File: src/rtl/bp_tlb_fill_ctrl.sv
// Refill sequencer for an ITLB/DTLB pair sharing one page-table walker.
// Captures misses, arbitrates round-robin, walks one vtag at a time and writes the leaf back.
module bp_tlb_fill_ctrl #(
    parameter int vtag_width_p  = 27,
    parameter int entry_width_p = 36
) (
    input  logic                     clk_i,
    input  logic                     reset_i,
    input  logic                     flush_i,

    input  logic                     itlb_miss_v_i,
    input  logic [vtag_width_p-1:0]  itlb_miss_vtag_i,
    input  logic                     dtlb_miss_v_i,
    input  logic [vtag_width_p-1:0]  dtlb_miss_vtag_i,
    output logic                     itlb_busy_o,
    output logic                     dtlb_busy_o,

    output logic                     ptw_v_o,
    output logic [vtag_width_p-1:0]  ptw_vtag_o,
    input  logic                     ptw_ready_i,
    input  logic                     ptw_v_i,
    input  logic                     ptw_fault_i,
    input  logic [entry_width_p-1:0] ptw_entry_i,

    output logic                     itlb_w_v_o,
    output logic                     dtlb_w_v_o,
    output logic [vtag_width_p-1:0]  tlb_w_vtag_o,
    output logic [entry_width_p-1:0] tlb_w_entry_o,

    output logic                     fault_v_o,
    output logic                     fault_itlb_o,
    output logic [vtag_width_p-1:0]  fault_vtag_o
);

    typedef enum logic [2:0] {
        e_idle,
        e_req,
        e_wait,
        e_fill,
        e_drain
    } state_e;

    state_e state_r, state_n;

    logic                     itlb_pend_r, dtlb_pend_r;
    logic                     itlb_pend_n, dtlb_pend_n;
    logic [vtag_width_p-1:0]  itlb_vtag_r, dtlb_vtag_r;

    logic                     last_itlb_r;
    logic                     grant_itlb_r;
    logic [vtag_width_p-1:0]  grant_vtag_r;
    logic [entry_width_p-1:0] entry_r;

    logic                     fault_v_r;
    logic                     fault_itlb_r;
    logic [vtag_width_p-1:0]  fault_vtag_r;

    logic itlb_capture, dtlb_capture;
    logic pick_itlb, grant_v;
    logic resp_fill, done_fill, done_fault;
    logic fill_v;

    // A side with a refill pending or in flight ignores further misses until it completes.
    assign itlb_capture = itlb_miss_v_i & ~itlb_pend_r & ~flush_i;
    assign dtlb_capture = dtlb_miss_v_i & ~dtlb_pend_r & ~flush_i;

    assign pick_itlb  = itlb_pend_r & (~dtlb_pend_r | ~last_itlb_r);
    assign grant_v    = (state_r == e_idle) & ~flush_i & (itlb_pend_r | dtlb_pend_r);

    assign resp_fill  = (state_r == e_wait) & ptw_v_i & ~ptw_fault_i & ~flush_i;
    assign done_fault = (state_r == e_wait) & ptw_v_i &  ptw_fault_i & ~flush_i;
    assign done_fill  = (state_r == e_fill) & ~flush_i;

    always_comb begin
        state_n = state_r;
        case (state_r)
            e_idle: begin
                if (grant_v) state_n = e_req;
            end
            e_req: begin
                if (flush_i)          state_n = e_idle;
                else if (ptw_ready_i) state_n = e_wait;
            end
            e_wait: begin
                if (flush_i)      state_n = ptw_v_i ? e_idle : e_drain;
                else if (ptw_v_i) state_n = ptw_fault_i ? e_idle : e_fill;
            end
            e_fill: begin
                state_n = e_idle;
            end
            // The abandoned walk's response ends the drain even under a new flush.
            e_drain: begin
                if (ptw_v_i) state_n = e_idle;
            end
            default: state_n = e_idle;
        endcase
    end

    always_comb begin
        itlb_pend_n = itlb_pend_r;
        dtlb_pend_n = dtlb_pend_r;
        if ((done_fill | done_fault) &  grant_itlb_r) itlb_pend_n = 1'b0;
        if ((done_fill | done_fault) & ~grant_itlb_r) dtlb_pend_n = 1'b0;
        if (itlb_capture) itlb_pend_n = 1'b1;
        if (dtlb_capture) dtlb_pend_n = 1'b1;
        if (flush_i) begin
            itlb_pend_n = 1'b0;
            dtlb_pend_n = 1'b0;
        end
    end

    always_ff @(posedge clk_i) begin
        if (reset_i) begin
            state_r      <= e_idle;
            itlb_pend_r  <= 1'b0;
            dtlb_pend_r  <= 1'b0;
            itlb_vtag_r  <= '0;
            dtlb_vtag_r  <= '0;
            last_itlb_r  <= 1'b1;
            grant_itlb_r <= 1'b0;
            grant_vtag_r <= '0;
            entry_r      <= '0;
            fault_v_r    <= 1'b0;
            fault_itlb_r <= 1'b0;
            fault_vtag_r <= '0;
        end else begin
            state_r     <= state_n;
            itlb_pend_r <= itlb_pend_n;
            dtlb_pend_r <= dtlb_pend_n;
            if (itlb_capture) itlb_vtag_r <= itlb_miss_vtag_i;
            if (dtlb_capture) dtlb_vtag_r <= dtlb_miss_vtag_i;
            if (grant_v) begin
                grant_itlb_r <= pick_itlb;
                grant_vtag_r <= pick_itlb ? itlb_vtag_r : dtlb_vtag_r;
            end
            if (resp_fill) entry_r <= ptw_entry_i;
            fault_v_r <= done_fault;
            if (done_fault) begin
                fault_itlb_r <= grant_itlb_r;
                fault_vtag_r <= grant_vtag_r;
            end
            if (done_fill | done_fault) last_itlb_r <= grant_itlb_r;
        end
    end

    // Data outputs are zeroed whenever their strobe is low, so idle outputs read all-zero.
    assign itlb_busy_o   = itlb_pend_r;
    assign dtlb_busy_o   = dtlb_pend_r;

    assign ptw_v_o       = (state_r == e_req) & ~flush_i;
    assign ptw_vtag_o    = ptw_v_o ? grant_vtag_r : '0;

    assign fill_v        = done_fill;
    assign itlb_w_v_o    = fill_v &  grant_itlb_r;
    assign dtlb_w_v_o    = fill_v & ~grant_itlb_r;
    assign tlb_w_vtag_o  = fill_v ? grant_vtag_r : '0;
    assign tlb_w_entry_o = fill_v ? entry_r : '0;

    assign fault_v_o     = fault_v_r & ~flush_i;
    assign fault_itlb_o  = fault_v_o & fault_itlb_r;
    assign fault_vtag_o  = fault_v_o ? fault_vtag_r : '0;

    // Requesters must stall while busy, and the walker only answers outstanding walks.
    a_itlb_miss_not_busy: assert property (@(posedge clk_i) disable iff (reset_i)
        (itlb_miss_v_i && !flush_i) |-> !itlb_pend_r);
    a_dtlb_miss_not_busy: assert property (@(posedge clk_i) disable iff (reset_i)
        (dtlb_miss_v_i && !flush_i) |-> !dtlb_pend_r);
    a_ptw_resp_expected: assert property (@(posedge clk_i) disable iff (reset_i)
        ptw_v_i |-> (state_r == e_wait || state_r == e_drain));

endmodule

File: config.mk
export PLATFORM = sky130hd
export DESIGN_NAME = bp_tlb_fill_ctrl
export DESIGN_NICKNAME = d
export VERILOG_FILES = /design/src/rtl/bp_tlb_fill_ctrl.sv
export SDC_FILE = /design/constraint.sdc
export NUM_CORES = 1
export LEC_CHECK = 0
export CORE_UTILIZATION = 40
export CTS_CLUSTER_SIZE = 40
export DETAILED_ROUTE_END_ITERATION = 10
export MAX_ROUTING_LAYER = met4
export PLACE_DENSITY = 0.78
export SYNTH_ARGS = -nofsm -noshare
export SYNTH_HDL_FRONTEND = slang
export SYNTH_SLANG_ARGS = --single-unit
File: constraint.sdc
create_clock -name clk_i -period 1.75 [get_ports clk_i]
set_input_delay 0.35 -clock clk_i [delete_from_list [all_inputs] [get_ports clk_i]]
set_output_delay 0.35 -clock clk_i [all_outputs]
set_load 0.02 [all_outputs]
==> results of run 1 <==
-- cell usage after synthesis, drive strengths merged --
| cell type | number | area share [%] |
|---|---|---|
| a32o | 1 | 0.15 |
| nand3b | 1 | 0.11 |
| nor2 | 35 | 2.1 |
| mux2i | 30 | 4.5 |
| nand2b | 3 | 0.28 |
| inv | 3 | 0.17 |
| dfxtp | 153 | 46 |
| nand2 | 240 | 14 |
| o41ai | 1 | 0.13 |
| nor4b | 1 | 0.13 |
| a21boi | 1 | 0.11 |
| nor2b | 4 | 0.38 |
| a21oi | 121 | 9.2 |
| o311ai | 2 | 0.26 |
| nor3b | 3 | 0.34 |
| buf | 19 | 1.8 |
| or2 | 1 | 0.13 |
| and2 | 121 | 11 |
| clkbuf | 45 | 2.6 |
| nand4b | 1 | 0.13 |
| a211oi | 28 | 4.9 |
| o21ai | 2 | 0.15 |
| nand4 | 1 | 0.095 |
| nor3 | 2 | 0.15 |
| and4 | 1 | 0.13 |
| nor4 | 2 | 0.64 |
| or4 | 1 | 0.11 |
-- final timing paths --
check / startpoint / endpoint / cells past startpoint
max reg2reg: state_r[2]$_SDFFE_PP0P_ / entry_r[2]$_SDFFE_PP0P_ / 8
max: state_r[1]$_SDFFE_PP0P_ / tlb_w_vtag_o[13] / 9
min reg2reg: itlb_vtag_r[12]$_SDFFE_PP0P_ / itlb_vtag_r[12]$_SDFFE_PP0P_ / 2
min: reset_i / grant_itlb_r$_SDFFE_PP0P_ / 2
-- layout make-up --
| cell class | instances | area (um2) |
|---|---|---|
| timing repair buffer | 346 | 4009 |
| multi-input combinational | 603 | 4000 |
| fill | 1077 | 3994 |
| sequential | 153 | 3073 |
| clock buffer | 21 | 480.5 |
| tap | 216 | 270.3 |
| clock inverter | 11 | 160.2 |
| inverter | 3 | 11.26 |
| antenna | 1 | 2.502 |
-- state kept, by name, indices dropped and copies added, names as in the netlist --
signal	flops
entry_r	36
dtlb_vtag_r	27
fault_vtag_r	27
grant_vtag_r	27
itlb_vtag_r	27
state_r	3
dtlb_busy_o	1
fault_itlb_r	1
fault_v_r	1
grant_itlb_r	1
itlb_busy_o	1
last_itlb_r	1
-- routing by layer --
metal  vias to the layer above  share of wire (%)  GRT usage [%]
met2                       374                 50          43.92
li1                       3280                  -              -
met5                         -                  0              -
met4                         0                5.6          16.57
met3                       111                7.2          6.352
met1                      3414                 37          33.51
-- critical path, cell delays in order, from the launching register on --
cell and delay [ns]:
sky130_fd_sc_hd__dfxtp_4 0.38, sky130_fd_sc_hd__nand2b_4 0.07, sky130_fd_sc_hd__nor3b_4 0.22, sky130_fd_sc_hd__buf_6 0.15, sky130_fd_sc_hd__buf_6 0.10, sky130_fd_sc_hd__buf_6 0.12
sky130_fd_sc_hd__buf_16 0.12, sky130_fd_sc_hd__buf_6 0.11, sky130_fd_sc_hd__and2_4 0.13, sky130_fd_sc_hd__buf_6 0.11
-- power by group through the flow --
| stage | combinational (mW) | clock (mW) | sequential [mW] |
|---|---|---|---|
| global placement | 0.651 | 0 | 3.72 |
| floorplan | 0.299 | 0 | 3.70 |
| finish | 0.790 | 3.97 | 3.65 |
| CTS | 0.680 | 3.96 | 3.65 |
| detailed placement | 0.659 | 0 | 3.72 |
| global route | 0.835 | 4.15 | 3.66 |
-- layout by cell type, fill, tap and decap left out, types with 9 or more instances in the layout --
cell type,count
sky130_fd_sc_hd__nand2_4,25
sky130_fd_sc_hd__a21oi_2,30
sky130_fd_sc_hd__nor2_1,27
sky130_fd_sc_hd__buf_12,19
sky130_fd_sc_hd__clkdlybuf4s50_1,95
sky130_fd_sc_hd__and2_4,110
sky130_fd_sc_hd__buf_4,36
sky130_fd_sc_hd__a21oi_1,88
sky130_fd_sc_hd__nand2_1,207
sky130_fd_sc_hd__buf_6,167
sky130_fd_sc_hd__a211oi_2,25
sky130_fd_sc_hd__mux2i_1,30
sky130_fd_sc_hd__and2_1,9
sky130_fd_sc_hd__buf_8,14
sky130_fd_sc_hd__clkbuf_16,27
sky130_fd_sc_hd__dfxtp_1,149
-- cells by family (layout without fill, tap and decap cells) --
| group | Yosys count | count (layout) | synth area share (%) |
|---|---|---|---|
| buffers and inverters | 67 | 381 | 4.482 |
| and+or+nand+nor | 417 | 417 | 29.80 |
| DFF | 153 | 153 | 46.29 |
| muxes | 30 | 30 | 4.539 |
| other | 0 | 1 | 0 |
| AOI/OAI and AO/OA | 156 | 156 | 14.88 |
-- timing repair --
action | 4_1_cts | 5_1_grt
pin swaps | 5 | 102
hold endpoints to repair | 0 | 0
cloned | 6 | 16
resized for setup | 793 | 268
buffers inserted | 45 | 35
endpoints found under the setup margin | 163 | 181
==> impl_metrics.json, run 1 <==
{
  "initial_utilization_pct": 41.35,
  "clock-skew-final_ns": 0.01168,
  "rows": 46,
  "antenna_left": 0,
  "stdcell_area_um2": 12010,
  "dp_cells": 1240,
  "drt-pass1-iter-count": 4,
  "total_die_area_um2": 17060,
  "timing.final.hold_violations": 0,
  "yosysWarnings": 0,
  "place.port_buffers": 221,
  "dpl.hpwl_um": 13700,
  "avgViaCountPerCell": 5.302,
  "critical_path.endpoint_type": "output port",
  "clkTransAtPathRegs_ns": 0.06,
  "finalNonFillerCells": 1354,
  "clock_power_share_pct": 47.2,
  "setup-violations-final": 196,
  "pin_count_of_the_biggest_net_entering_global_routing": 68,
  "grt_overflow": 0,
  "insertion_delay_ns": 0.43,
  "power.share.sequential_pct": 43.4,
  "clock_path_buffers": 2,
  "critPathArrivalTime_ns": 1.94,
  "cts-root-buf": "sky130_fd_sc_hd__clkbuf_16",
  "postPlaceCellArea_um2": 9430,
  "grt_pass1_vias": 6390,
  "timing.critical_path.fanout_max": 5,
  "design_internal_power_mw": 6.410,
  "p_leak_nw": 4.817,
  "routedWlPerCell_um": 20.26,
  "tightestPinTransition_ns": 0.3907,
  "drive_gt1_share_pct": 44.59,
  "gr-usage-all-layers_pct": 28.24,
  "ys_seq_area_share_pct": 46.29,
  "reg_to_reg_setup_timing_slack_ns": -0.22,
  "drc": 0,
  "synth_area_um2": 6616,
  "critPathRequiredTime_ns": 1.40,
  "syn_avg_cell_area_um2": 8.039,
  "htree_num_levels": 4,
  "layout_min_cycle_time_ns": 2.293,
  "yosysUniqueCellTypes": 32,
  "fin_ws_ns": -0.5428,
  "power_density_nw_per_um2": 700.6,
  "number_of_maximum_capacitance_violations": 0,
  "combinationalPowerShare_pct": 9.4,
  "die-width_um": 130.6,
  "run_status": "complete, but fails checks",
  "netSwitchingFraction_pct": 23.80,
  "post_synth_inst_count": 823,
  "routed_wirelength_um": 27430,
  "ioPinCount": 222,
  "grt_setup_unrepaired": "yes",
  "worst_hold_slack_ns": 0.2818,
  "clock.fmax_ghz": 0.4361,
  "fp.coreArea_um2": 16000,
  "max_slew_margin_pct": 73.21,
  "violated_checks": "setup timing",
  "mappedNetlistNets": 921,
  "wire_length_of_the_first_global_routing_pass_um": 34690,
  "antenna_found_initial": 1,
  "design.final.nets": 1222,
  "cts_hold_buffers": 0,
  "final_max_slew_viol_count": 0,
  "drt_first_iter_violations": 594,
  "fin_total_pwr_mw": 8.411,
  "layout-area-overhead-vs-synth_pct": 81.47,
  "die_y_um": 130.6,
  "hp-class": "in -> reg",
  "setup_total_negative_slack_ns": -47.47,
  "dpl_worst_slack_ns": -0.9025,
  "finalCoreUtilization_pct": 75.04,
  "ratio_of_final_minimum_period_to_clock_period_pct": 131.0,
  "tritoncts_num_sinks": 153,
  "cts_tree": "yes",
  "gp_routability_congestion": 0.8094,
  "switching_power_mw": 2.002,
  "ys_seq_elements": 153,
  "crit_path_start_kind": "register",
  "cts_buffers": 17,
  "vdd_drop_max_mv": 0.7339,
  "num_vias": 7179,
  "critPathKind": "reg -> out"
}
(Power assumes the default switching activity.)
==> inputs of run 2 (changes only) <==
--- a/config.mk
+++ b/config.mk
@@ -9,7 +9,8 @@
 export CTS_CLUSTER_SIZE = 40
 export DETAILED_ROUTE_END_ITERATION = 10
 export MAX_ROUTING_LAYER = met4
-export PLACE_DENSITY = 0.78
+export PLACE_DENSITY = 0.77
+export RECOVER_POWER = 100
 export SYNTH_ARGS = -nofsm -noshare
 export SYNTH_HDL_FRONTEND = slang
 export SYNTH_SLANG_ARGS = --single-unit
==> constraint.sdc (replaced) <==
create_clock -name clk_i -period 1.75 [get_ports clk_i]
set_input_delay 0.35 -clock clk_i [delete_from_list [all_inputs] [get_ports clk_i]]
set_output_delay 0.35 -clock clk_i [all_outputs]
set_load 0.01 [all_outputs]
==> run 2 against run 1 <==
Against the previous run:
- the flow still finishes with violations (setup timing)
- non-clock buffer count down 40
- hold slack better by 0.043 ns
- routed wire length shrank 16%
- clock power fell by 9.1%
- total power shrank 5.4%
- sequential share of layout area up 3.1 points
- flip-flop and latch count stayed put
- global-route usage is 2.1 points lower
- combinational power down 11%
- largest cell class is now multi-input gates
==> impl_metrics.json, run 2 (synthesis gave the netlist of run 1 again) <==
{
  "antenna_left": 0,
  "ratio_of_final_minimum_period_to_clock_period_pct": 121.5,
  "commonest_non_fill_non_tap_cell_in_the_layout": "sky130_fd_sc_hd__nand2_1",
  "total_die_area_um2": 17060,
  "avgViaCountPerCell": 5.014,
  "reg_to_reg_setup_timing_slack_ns": -0.15,
  "ioPinCount": 222,
  "p_leak_nw": 4.202,
  "final_max_slew_viol_count": 0,
  "dpl.hpwl_um": 13700,
  "htree_num_levels": 4,
  "postPlaceCellArea_um2": 9323,
  "grt_overflow": 0,
  "critical_path.endpoint_type": "output port",
  "max_slew_margin_pct": 71.59,
  "power_density_nw_per_um2": 744.9,
  "gp_routability_congestion": 0.8812,
  "tightestPinTransition_ns": 0.4196,
  "clkTransAtPathRegs_ns": 0.06,
  "critPathRequiredTime_ns": 1.40,
  "cts_tree": "yes",
  "fin_ws_ns": -0.3770,
  "drc": 0,
  "tritoncts_num_sinks": 153,
  "registers.top_by_ff_count": "entry_r",
  "cts_buffers": 17,
  "violated_checks": "setup timing",
  "critPathArrivalTime_ns": 1.78,
  "layout.cells.most_common_list": "240 x sky130_fd_sc_hd__nand2_1, 151 x sky130_fd_sc_hd__dfxtp_1, 121 x sky130_fd_sc_hd__a21oi_1",
  "timing.critical_path.fanout_max": 6,
  "routed_wirelength_um": 22920,
  "drive_gt1_share_pct": 32.36,
  "grt_setup_unrepaired": "yes",
  "layout_min_cycle_time_ns": 2.127,
  "critPathKind": "reg -> out",
  "setup-violations-final": 147,
  "crit_path_start_kind": "register",
  "drt-pass1-iter-count": 5,
  "wire_length_of_the_first_global_routing_pass_um": 32410,
  "number_of_maximum_capacitance_violations": 0,
  "cts_hold_buffers": 0,
  "die_y_um": 130.6,
  "initial_utilization_pct": 41.35,
  "routedWlPerCell_um": 17.45,
  "max_reg_flops": 36,
  "drt_first_iter_violations": 359,
  "fillerInstances": 1316,
  "insertion_delay_ns": 0.43,
  "clock.fmax_ghz": 0.4702,
  "cts-root-buf": "sky130_fd_sc_hd__clkbuf_16",
  "grt_pass1_vias": 6053,
  "timing.final.hold_violations": 0,
  "hp-class": "in -> reg",
  "design.final.nets": 1182,
  "gr-usage-all-layers_pct": 26.15,
  "layout-area-overhead-vs-synth_pct": 61.48,
  "die-width_um": 130.6,
  "setup_total_negative_slack_ns": -33.65,
  "vdd_drop_max_mv": 0.7451,
  "num_vias": 6589,
  "pin_count_of_the_biggest_net_entering_global_routing": 48,
  "antenna_found_initial": 0,
  "worst_hold_slack_ns": 0.3249,
  "run_status": "complete, but fails checks",
  "dpl_worst_slack_ns": -0.8900,
  "rows": 46,
  "clock-skew-final_ns": 0.008308,
  "place.port_buffers": 221,
  "fp.coreArea_um2": 16000,
  "stdcell_area_um2": 10680,
  "clock_path_buffers": 2
}
==> run 2: per-layer routing <==
metal | up-vias | track usage [%] | wire [um]
li1 | 3211 | - | -
met1 | 3093 | 32.63 | 9715
met2 | 242 | 40.90 | 11160
met3 | 43 | 5.863 | 1486
met4 | 0 | 10.62 | 564
met5 | - | - | 0
==> run 2: final timing paths <==
check                               start                            to  cells past startpoint
setup / recovery  state_r[1]$_SDFFE_PP0P_                    itlb_w_v_o                      6
hold / removal                    reset_i   itlb_vtag_r[8]$_SDFFE_PP0P_                      2
hold reg to reg   entry_r[8]$_SDFFE_PP0P_       entry_r[8]$_SDFFE_PP0P_                      2
setup reg to reg  state_r[2]$_SDFFE_PP0P_  grant_vtag_r[0]$_SDFFE_PP0P_                      7
==> run 2: power breakdown <==
group / total, mW / internal, mW / switching (mW)
registers: 3.65 / 3.57 / 0.0733
logic: 0.705 / 0.385 / 0.321
clock network: 3.61 / 2.09 / 1.51
==> run 2: final cells by class <==
| type | count | area (um2) | area share (%) |
|---|---|---|---|
| multi-input cells | 603 | 3521 | 32.95 |
| inverters | 3 | 11.26 | 0.1054 |
| flip-flops and latches | 153 | 3065 | 28.69 |
| diodes | 1 | 2.502 | 0.02342 |
| clock inverters | 11 | 111.4 | 1.042 |
| well taps | 216 | 270.3 | 2.530 |
| clock buffers | 21 | 470.5 | 4.403 |
| repair buffers | 306 | 3232 | 30.25 |
==> run 2: metrics by stage <==
| stage | cells | utilization, % | total power [mW] |
|---|---|---|---|
| after floorplan | 823 | - | 3.991 |
| after global routing | 1313 | 66.76 | 8.208 |
| final | 1314 | 66.77 | 7.958 |
| after global placement | 1240 | 58.27 | 4.366 |
| after CTS | 1307 | 63.65 | 7.993 |
| after detailed placement | 1240 | 58.27 | 4.376 |
==> run 2: what timing repair did <==
item	in CTS	in global routing
gates resized for setup	526	183
setup endpoints to repair	139	211
buffers inserted	25	4
cloned	11	6
pin swaps	15	41
==> run 2: critical path, cell delays in order (launching register included) <==
cell and delay (ns):
sky130_fd_sc_hd__dfxtp_2 0.36, sky130_fd_sc_hd__nand2b_4 0.07, sky130_fd_sc_hd__nor3b_4 0.28, sky130_fd_sc_hd__buf_6 0.22, sky130_fd_sc_hd__buf_16 0.14, sky130_fd_sc_hd__and2_1 0.14, sky130_fd_sc_hd__buf_2 0.14
==> inputs of run 3 (changes only) <==
--- a/config.mk
+++ b/config.mk
@@ -9,8 +9,9 @@
 export CTS_CLUSTER_SIZE = 40
 export DETAILED_ROUTE_END_ITERATION = 10
 export MAX_ROUTING_LAYER = met4
-export PLACE_DENSITY = 0.77
+export PLACE_DENSITY = 0.85
 export RECOVER_POWER = 100
+export SLEW_MARGIN = 20
 export SYNTH_ARGS = -nofsm -noshare
 export SYNTH_HDL_FRONTEND = slang
 export SYNTH_SLANG_ARGS = --single-unit
==> run 3 against run 2 <==
Against the previous run:
- the run still ends with setup timing left
- total power is 5.4% higher
- count of clock-buffer cells in the layout fell by 4
- combinational power barely moved
- sequential share of layout area shrank 0.60 points
==> impl_metrics.json, run 3 (synthesis gave the netlist of run 1 again) <==
{
  "max_stage_delay_ns": 0.33,
  "timing.final.hold_violations": 0,
  "worst_path_max_delay_cell": "sky130_fd_sc_hd__dfxtp_2",
  "run_status": "complete, but fails checks",
  "clock.fmax_ghz": 0.4610,
  "power_density_nw_per_um2": 768.2,
  "timing.hold.worst_path_depth": 2,
  "dpl_worst_slack_ns": -0.8570,
  "clkTransAtPathRegs_ns": 0.07,
  "pin_count_of_the_biggest_net_entering_global_routing": 57,
  "dominant_cell_type_by_count_on_the_critical_path": "sky130_fd_sc_hd__buf_6",
  "violated_checks": "setup timing",
  "dp_cells": 1240,
  "reg2reg_to": "grant_vtag_r[20]$_SDFFE_PP0P_",
  "critical-path-top-delay-family": "buffers and inverters",
  "met2_usage_pct": 44.57,
  "dpl.hpwl_um": 14250,
  "registers.top_by_ff_count": "entry_r",
  "critPathArrivalTime_ns": 1.82,
  "grt_use_met1_pct": 34.26,
  "place.port_buffers": 221,
  "fp.coreArea_um2": 16000,
  "cts-root-buf": "sky130_fd_sc_hd__clkbuf_16",
  "final_max_slew_viol_count": 0,
  "insertion_delay_ns": 0.43,
  "finalNonFillerCells": 1312,
  "vdd_drop_max_mv": 0.7179,
  "wire_length_of_the_first_global_routing_pass_um": 34140,
  "clock_path_buffers": 2,
  "antenna_found_initial": 0,
  "ratio_of_final_minimum_period_to_clock_period_pct": 124.0,
  "tightestPinTransition_ns": 0.4829,
  "tritoncts_num_sinks": 153,
  "num_antenna_cells": 0,
  "total_die_area_um2": 17060,
  "hp-class": "in -> reg",
  "crit_path_start_kind": "register",
  "num_vias": 6899,
  "grt_use_met3_pct": 3.787,
  "layout_min_cycle_time_ns": 2.169,
  "rr_worst_depth": 8,
  "cts_tree": "yes",
  "drt_first_iter_violations": 463,
  "fin_total_pwr_mw": 8.392,
  "clock-skew-final_ns": 0.008275,
  "critPathKind": "reg -> out",
  "stdcell_area_um2": 10920,
  "max_slew_margin_pct": 67.77,
  "rows": 46,
  "critical_path.cell_chain": "buf_6, nor4b_4, buf_6, clkbuf_16, and2_4, buf_6",
  "avgViaCountPerCell": 5.258,
  "p_leak_nw": 4.270,
  "layout-area-overhead-vs-synth_pct": 65.11,
  "grt_overflow": 0,
  "die-width_um": 130.6,
  "grt_pass1_vias": 6266,
  "fin_ws_ns": -0.4194,
  "cts_buffers": 17,
  "cts_hold_buffers": 0,
  "critical_path.endpoint_type": "output port",
  "timing.critical_path.depth": 6,
  "crit_buf_inv": 4,
  "grt_setup_unrepaired": "yes",
  "htree_num_levels": 4,
  "design.final.nets": 1181,
  "drc": 0,
  "layout.cells.most_common_list": "240 x sky130_fd_sc_hd__nand2_1, 150 x sky130_fd_sc_hd__dfxtp_1, 128 x sky130_fd_sc_hd__buf_6",
  "gr-usage-all-layers_pct": 27.60,
  "grt-busiest-layer": "met2",
  "commonest_non_fill_non_tap_cell_in_the_layout": "sky130_fd_sc_hd__nand2_1",
  "initial_utilization_pct": 41.35,
  "die_y_um": 130.6,
  "postPlaceCellArea_um2": 9283,
  "routed_wirelength_um": 24360,
  "fillerInstances": 1192,
  "reg_to_reg_setup_timing_slack_ns": 0,
  "worstSetupEndpoint": "ptw_vtag_o[7]",
  "timing.critical_path.from": "state_r[2]$_SDFFE_PP0P_",
  "critPathRequiredTime_ns": 1.40,
  "number_of_maximum_capacitance_violations": 0,
  "max_reg_flops": 36,
  "setup-violations-final": 118,
  "ioPinCount": 222,
  "timing.critical_path.fanout_max": 5,
  "routedWlPerCell_um": 18.57,
  "drt-pass1-iter-count": 6,
  "gp_routability_congestion": 0.8160,
  "antenna_left": 0,
  "drive_gt1_share_pct": 35.22,
  "timing.rr.start": "state_r[2]$_SDFFE_PP0P_"
}
-- run 3: cell type report --
class                      count  area, um2  area share (%)
clock buffer                  17      425.4           3.894
clock inverter                15      211.5           1.936
inverter                       3      11.26          0.1031
multi-input combinational    603       3617           33.11
sequential                   153       3069           28.10
tap                          216      270.3           2.474
timing repair buffer         305       3319           30.39
-- run 3: how the worst min path moves through the flow --
stage                               endpoint                      from  slack [ns]
finish               entry_r[4]$_SDFFE_PP0P_                   reset_i        0.28
global route         entry_r[4]$_SDFFE_PP0P_                   reset_i        0.28
CTS                 entry_r[20]$_SDFFE_PP0P_                   reset_i        0.26
detailed placement  entry_r[16]$_SDFFE_PP0P_  entry_r[16]$_SDFFE_PP0P_        0.44
global placement    entry_r[27]$_SDFFE_PP0P_  entry_r[27]$_SDFFE_PP0P_        0.44
floorplan            entry_r[0]$_SDFFE_PP0P_   entry_r[0]$_SDFFE_PP0P_        0.43
-- run 3: routing by layer --
layer	part of all wire, %	routed length, um
met2	50	12220
met5	0	0
met3	5.3	1287
met1	41	9989
met4	3.6	867
-- run 3: worst register-to-register path: stages, from the launching register on --
cell	delay, ns
sky130_fd_sc_hd__dfxtp_2	0.33
sky130_fd_sc_hd__buf_6	0.11
sky130_fd_sc_hd__or2_4	0.26
sky130_fd_sc_hd__nor4_4	0.29
sky130_fd_sc_hd__buf_6	0.18
sky130_fd_sc_hd__buf_6	0.12
sky130_fd_sc_hd__buf_8	0.12
sky130_fd_sc_hd__nor2_1	0.06
sky130_fd_sc_hd__a211oi_2	0.21
-- run 3: power by group --
| group | switching (mW) | internal, mW | total (mW) |
|---|---|---|---|
| clock | 1.61 | 2.43 | 4.03 |
| combinational | 0.331 | 0.376 | 0.707 |
| sequential | 0.0803 | 3.57 | 3.65 |
| total | 2.02 | 6.37 | 8.39 |
-- run 3: through the flow --
stage                     hold WS (ns)  TNS (ns)  utilization, %
after CTS                       0.2563    -28.95           65.28
after global routing            0.2838    -38.41           68.27
after floorplan                 0.4317         0               -
after global placement          0.4371   -116.43           58.02
final                           0.2758    -32.91           68.27
after detailed placement        0.4418   -129.04           58.02
-- run 3: timing repair --
item	4_1_cts	5_1_grt
endpoints found under the setup margin	126	160
gates cloned	12	4
gates resized for setup	646	146
endpoints found under the hold margin	0	0
buffers inserted	26	6
pin swaps	54	19
